[config.mk]
export PLATFORM = sky130hd
export DESIGN_NAME = param_shift_rotate_unit
export DESIGN_NICKNAME = d
export VERILOG_FILES = /design/src/rtl/param_shift_rotate_unit.sv
export SDC_FILE = /design/constraint.sdc
export NUM_CORES = 1
export LEC_CHECK = 0
export CAP_MARGIN = 20
export CORE_MARGIN = 2
export CORE_UTILIZATION = 40
export DETAILED_ROUTE_END_ITERATION = 12
export RECOVER_POWER = 100
export SLEW_MARGIN = 20
export SYNTH_ARGS = -nofsm -noshare
export SYNTH_HDL_FRONTEND = slang
export SYNTH_SLANG_ARGS = --single-unit
[constraint.sdc]
create_clock -name clk -period 5.8 [get_ports clk]
set_input_delay 1.16 -clock clk [delete_from_list [all_inputs] [get_ports clk]]
set_output_delay 1.16 -clock clk [all_outputs]
set_load 0.01 [all_outputs]
[src/rtl/param_shift_rotate_unit.sv]
// rtl/param_shift_rotate_unit.sv - WIDTH-bit shift/rotate register, immediate or stepped execution; carry output via BSH_CARRY_EN
module param_shift_rotate_unit #(
    parameter int WIDTH    = 8,
    parameter int SHAMT_W  = 3,
    parameter int TICK_DIV = 1
) (
    input  logic               clk,
    input  logic               rst,
    input  logic               op_valid,
    output logic               op_ready,
    input  logic [2:0]         op_code,
    input  logic [SHAMT_W-1:0] amount,
    input  logic               fill,
    input  logic [WIDTH-1:0]   load_data,
    input  logic               step_mode,
    output logic [WIDTH-1:0]   data_out,
    output logic               busy,
    output logic               done
`ifdef BSH_CARRY_EN
    ,
    output logic               carry
`endif
);

    localparam logic [2:0] OP_LOAD  = 3'b000;
    localparam logic [2:0] OP_SLL   = 3'b001;
    localparam logic [2:0] OP_SRL   = 3'b010;
    localparam logic [2:0] OP_SRA   = 3'b011;
    localparam logic [2:0] OP_ROL   = 3'b100;
    localparam logic [2:0] OP_ROR   = 3'b101;
    localparam logic [2:0] OP_NOP   = 3'b110;
    localparam logic [2:0] OP_CLEAR = 3'b111;

    localparam int                TICK_W    = (TICK_DIV > 1) ? $clog2(TICK_DIV) : 1;
    localparam logic [TICK_W-1:0] TICK_LAST = TICK_W'(TICK_DIV - 1);
    localparam int                CHAIN_LEN = (1 << SHAMT_W) - 1;

    typedef enum logic {
        ST_IDLE,
        ST_STEP
    } state_t;

    state_t               state;
    state_t               state_next;
    logic [TICK_W-1:0]    tick_cnt;
    logic [SHAMT_W-1:0]   remaining;
    logic [2:0]           op_q;
    logic                 fill_q;
    logic                 accept;
    logic                 start_step;
    logic                 tick_hit;
    logic [WIDTH-1:0]     imm_result;

    function automatic logic is_shift(input logic [2:0] op);
        return (op >= OP_SLL) && (op <= OP_ROR);
    endfunction

    // One 1-bit move; the immediate path is a chain of these so both modes agree bit for bit.
    function automatic logic [WIDTH-1:0] step_data(input logic [2:0] op,
                                                   input logic [WIDTH-1:0] d,
                                                   input logic f);
        case (op)
            OP_SLL:  return {d[WIDTH-2:0], f};
            OP_SRL:  return {f, d[WIDTH-1:1]};
            OP_SRA:  return {d[WIDTH-1], d[WIDTH-1:1]};
            OP_ROL:  return {d[WIDTH-2:0], d[WIDTH-1]};
            OP_ROR:  return {d[0], d[WIDTH-1:1]};
            default: return d;
        endcase
    endfunction

    function automatic logic [WIDTH-1:0] shift_chain(input logic [2:0] op,
                                                     input logic [WIDTH-1:0] d,
                                                     input logic [SHAMT_W-1:0] amt,
                                                     input logic f);
        logic [WIDTH-1:0] r;
        r = d;
        for (int i = 0; i < CHAIN_LEN; i++) begin
            if (amt > SHAMT_W'(i)) r = step_data(op, r, f);
        end
        return r;
    endfunction

`ifdef BSH_CARRY_EN
    function automatic logic step_carry(input logic [2:0] op, input logic [WIDTH-1:0] d);
        case (op)
            OP_SLL, OP_ROL:         return d[WIDTH-1];
            OP_SRL, OP_SRA, OP_ROR: return d[0];
            default:                return 1'b0;
        endcase
    endfunction

    function automatic logic carry_chain(input logic [2:0] op,
                                         input logic [WIDTH-1:0] d,
                                         input logic [SHAMT_W-1:0] amt,
                                         input logic f,
                                         input logic c);
        logic [WIDTH-1:0] r;
        logic             cc;
        r  = d;
        cc = c;
        for (int i = 0; i < CHAIN_LEN; i++) begin
            if (amt > SHAMT_W'(i)) begin
                cc = step_carry(op, r);
                r  = step_data(op, r, f);
            end
        end
        return cc;
    endfunction
`endif

    assign tick_hit = (tick_cnt == TICK_LAST);

    // Result of an op completed at its accept edge.
    always_comb begin
        imm_result = data_out;
        case (op_code)
            OP_LOAD:  imm_result = load_data;
            OP_CLEAR: imm_result = {WIDTH{fill}};
            OP_NOP:   imm_result = data_out;
            default:  imm_result = shift_chain(op_code, data_out, amount, fill);
        endcase
    end

    // State register.
    always_ff @(posedge clk) begin
        if (rst) state <= ST_IDLE;
        else     state <= state_next;
    end

    // Next state, handshake and strobes.
    always_comb begin
        state_next = state;
        op_ready   = 1'b0;
        busy       = 1'b0;
        accept     = 1'b0;
        start_step = 1'b0;
        case (state)
            ST_IDLE: begin
                op_ready = 1'b1;
                accept   = op_valid;
                if (op_valid && is_shift(op_code) && step_mode && (amount != '0)) begin
                    start_step = 1'b1;
                    state_next = ST_STEP;
                end
            end
            ST_STEP: begin
                busy = 1'b1;
                if (tick_hit && (remaining == SHAMT_W'(1))) state_next = ST_IDLE;
            end
            default: state_next = ST_IDLE;
        endcase
    end

    // Data register, step bookkeeping and done pulse.
    always_ff @(posedge clk) begin
        if (rst) begin
            data_out  <= '0;
            done      <= 1'b0;
            op_q      <= OP_NOP;
            fill_q    <= 1'b0;
            remaining <= '0;
            tick_cnt  <= '0;
        end else begin
            done <= 1'b0;
            if (accept) begin
                op_q      <= op_code;
                fill_q    <= fill;
                remaining <= amount;
                tick_cnt  <= '0;
                if (!start_step) begin
                    data_out <= imm_result;
                    done     <= 1'b1;
                end
            end else if (state == ST_STEP) begin
                if (tick_hit) begin
                    tick_cnt  <= '0;
                    data_out  <= step_data(op_q, data_out, fill_q);
                    remaining <= remaining - SHAMT_W'(1);
                    if (remaining == SHAMT_W'(1)) done <= 1'b1;
                end else begin
                    tick_cnt <= tick_cnt + TICK_W'(1);
                end
            end
        end
    end

`ifdef BSH_CARRY_EN
    // Last bit to leave the register; held by NOP and zero-distance moves.
    always_ff @(posedge clk) begin
        if (rst) begin
            carry <= 1'b0;
        end else if (accept && !start_step) begin
            case (op_code)
                OP_LOAD, OP_CLEAR: carry <= 1'b0;
                OP_NOP:            carry <= carry;
                default:           carry <= carry_chain(op_code, data_out, amount, fill, carry);
            endcase
        end else if ((state == ST_STEP) && tick_hit) begin
            carry <= step_carry(op_q, data_out);
        end
    end
`endif

endmodule

==> out/metrics.csv <==
metric,value,unit
p_leak,1.284,nW
regArea,340.3,um2
n_antenna_cell,0,
fmax,0.1901,GHz
reg2reg_depth,11,
place_congestion,0.9681,
initial_core_util,0.4066,
critPathKind,in -> reg,
whs,494.1,ps
wl,13640,um
syn_nets,491,
dp_cells,587,
syn_avg_cell_area,6.609,um2
ant_nets,0,
r2r_start,data_out[2]$_SDFFE_PP0P_,
p_per_area,176.1,nW/um2
fill_cells,808,
ios,30,
postCtsSetupBuffers,0,
fin_skew,8.911,ps
ir_drop,167.0,uV
synth_edf_count,0,
drv_cap,0,
fin_util,0.4666,
core.rowCount,32,
die_h,91.94,um
crit_path_end_kind,flip-flop,
syn_area,3093,um2
ys_async_sr_fraction,0,
r2r_setup_slack,1720,ps
cp_cell_sequence,"dlygate4sd3_1, buf_4, or3b_1, a21oi_1, o32ai_1, o31ai_1, a2bb2oi_4, a221oi_1, a211o_1, nor2_1, a211oi_1, or4_1, a311oi_1",
multi_input_area,2542,um2
cts.sinks,17,
hold_end,fill_q$_SDFFE_PP0P_,
syn-instance-count,468,
reg2reg_to,data_out[5]$_SDFFE_PP0P_,
period_share,0.9071,
grt_antenna_before_repair,0,
dieArea,8452,um2
avgRoutedWirePerCell,23.08,um
io_buffers,29,
drc_errors,0,
synth_ff_type,dfxtp_1,
drt-initial-drc-count,568,
rsz0062_at_grt,false,
setup_tns,0,ps
grt_max_degree,30,
clock_path_buffers,2,
grt_first_pass_wirelength,21780,um
clockRootBuffer,clkbuf_8,
grt_pass1_vias,3873,
synthDistinctLibCells,81,
die_w,91.94,um
min_from,fill_q$_SDFFE_PP0P_,
hold_viol,0,
instances_no_fill,591,
area_delta_synth_final,14.77,%
cts_tree,yes,
worst_hold_path_type,reg -> reg,
drive_above_1_share,0.07362,
period_minus_slack,5261,ps
cts_resized,0,
crit_slowest_cell,or3b_1,
worstMarginPinSlew,789.3,ps
viasPerCell,6.978,
clk_latency,260,ps
yosysSeqAreaShare,0.1100,
htreeDepth,1,
status,"finished, final reports clean",
cts_made_buffers,3,
arrival,5420,ps
hpwlAfterDp,10370,um
first_pass_iters,6,
worstSetupStartpointType,input pin,
ys_warn_count,0,
worstHoldPathCells,2,
grt_usage,0.3234,
ys_seq_elements,17,
crit_fanout,29,
maxSlewViolCount,0,
worst_ep_required_time,5950,ps
vias,4124,
design.core.area,7607,um2
total_power,0.0006251,W
cts_hold_buf,0,
slew_headroom,0.4721,
clk_pin_slew,70,ps
overflow,0,
setup_viol,0,
max_stage_delay,570,ps
nets,513,
## cells in the mapped netlist (all sizes together) (8+ instances only)
library cell  count  share of area
a211oi           12          0.029
a21oi            47          0.076
a31oi             9          0.020
buf               8          0.019
clkbuf           25          0.030
dfxtp            17           0.11
inv              13          0.016
nand2            41          0.051
nand3            11          0.018
nand3b           10          0.025
nor2             59          0.072
nor2b             8          0.016
nor3             18          0.029
o211ai           11          0.027
o21ai            28          0.045
o31ai            11          0.027
## critical path: cells and delay by family
kind	cells	cell delay [ps]
AND/OR/NAND/NOR	3	1190
buffers and inverters	2	780
AO/OA/AOI/OAI	8	2250
## cell usage in the layout, fill, tap and decap left out, types with 4 or more instances in the layout
cell type	instances
nor2_1	58
nand3_1	11
dlygate4sd3_1	14
ha_1	4
or3_1	7
a211oi_1	12
o22ai_1	5
o31ai_1	11
buf_4	20
nor2b_1	8
o21ai_0	26
a221oi_1	4
o2111ai_1	6
dfxtp_1	17
a31oi_1	8
nand2_1	40
a211o_1	7
a311oi_1	5
clkdlybuf4s50_1	15
a32oi_1	5
inv_1	13
a21oi_1	47
and3_1	7
nor3_1	17
nand2b_1	6
o21a_1	4
o211ai_1	11
a21o_1	7
nand3b_1	9
## stage by stage
stage / worst slack, ps / instance area (um2)
after floorplan: 1207 / 3093
after global placement: 451.8 / 3517
after detailed placement: 576.8 / 3517
after global routing: 282.2 / 3550
after CTS: 814.6 / 3563
final: 538.7 / 3550
## report_power, final
part	internal (W)	switching [W]	leakage, nW
Sequential	0.000128	0.0000245	0.140
Combinational	0.000139	0.000243	1.12
Clock	0.0000477	0.0000429	0.0255
Total	0.000315	0.000310	1.28
## logic make-up after synthesis
family | Yosys count | share of synthesized area
AO/OA/AOI/OAI | 202 | 0.4709
adder cells (fa/ha/maj) | 4 | 0.01618
AND/OR/NAND/NOR | 193 | 0.3200
multiplexers | 3 | 0.009709
buffers and inverters | 46 | 0.06472
flip-flops | 17 | 0.1100
XOR/XNOR | 3 | 0.008497
## flip-flops by register name (all words and copies together) (netlist names)
name       count
op_q           3
fill_q         1
done           1
remaining      3
state          1
data_out       8
## how the worst max path moves through the flow
stage | from | endpoint | slack (ps) | cells past startpoint
floorplan | op_code[1] | data_out[5]$_SDFFE_PP0P_ | 1210 | 16
global placement | op_code[1] | data_out[7]$_SDFFE_PP0P_ | 450 | 13
detailed placement | op_code[1] | data_out[5]$_SDFFE_PP0P_ | 580 | 14
CTS | op_code[1] | data_out[7]$_SDFFE_PP0P_ | 810 | 13
global route | op_code[1] | data_out[7]$_SDFFE_PP0P_ | 280 | 13
finish | op_code[1] | data_out[5]$_SDFFE_PP0P_ | 540 | 13
## per-layer routing
metal | wire length, um | vias to the layer above | global-route usage
li1 | - | 1868 | -
met1 | 5602 | 1926 | 0.4332
met2 | 6152 | 280 | 0.5110
met3 | 1260 | 50 | 0.04108
met4 | 622 | 0 | 0.1604
met5 | 0 | - | 0
## final cells by class
cell class                      instances  share of cell area
Multi-Input combinational cell        405              0.7163
Timing Repair Buffer                   50              0.1251
Sequential cell                        17             0.09588
Tap cell                              102             0.03595
Inverter                               13             0.01375
Clock buffer                            3             0.01163
Clock inverter                          1            0.001410
Note: power is estimated with default switching activity, not from simulation.
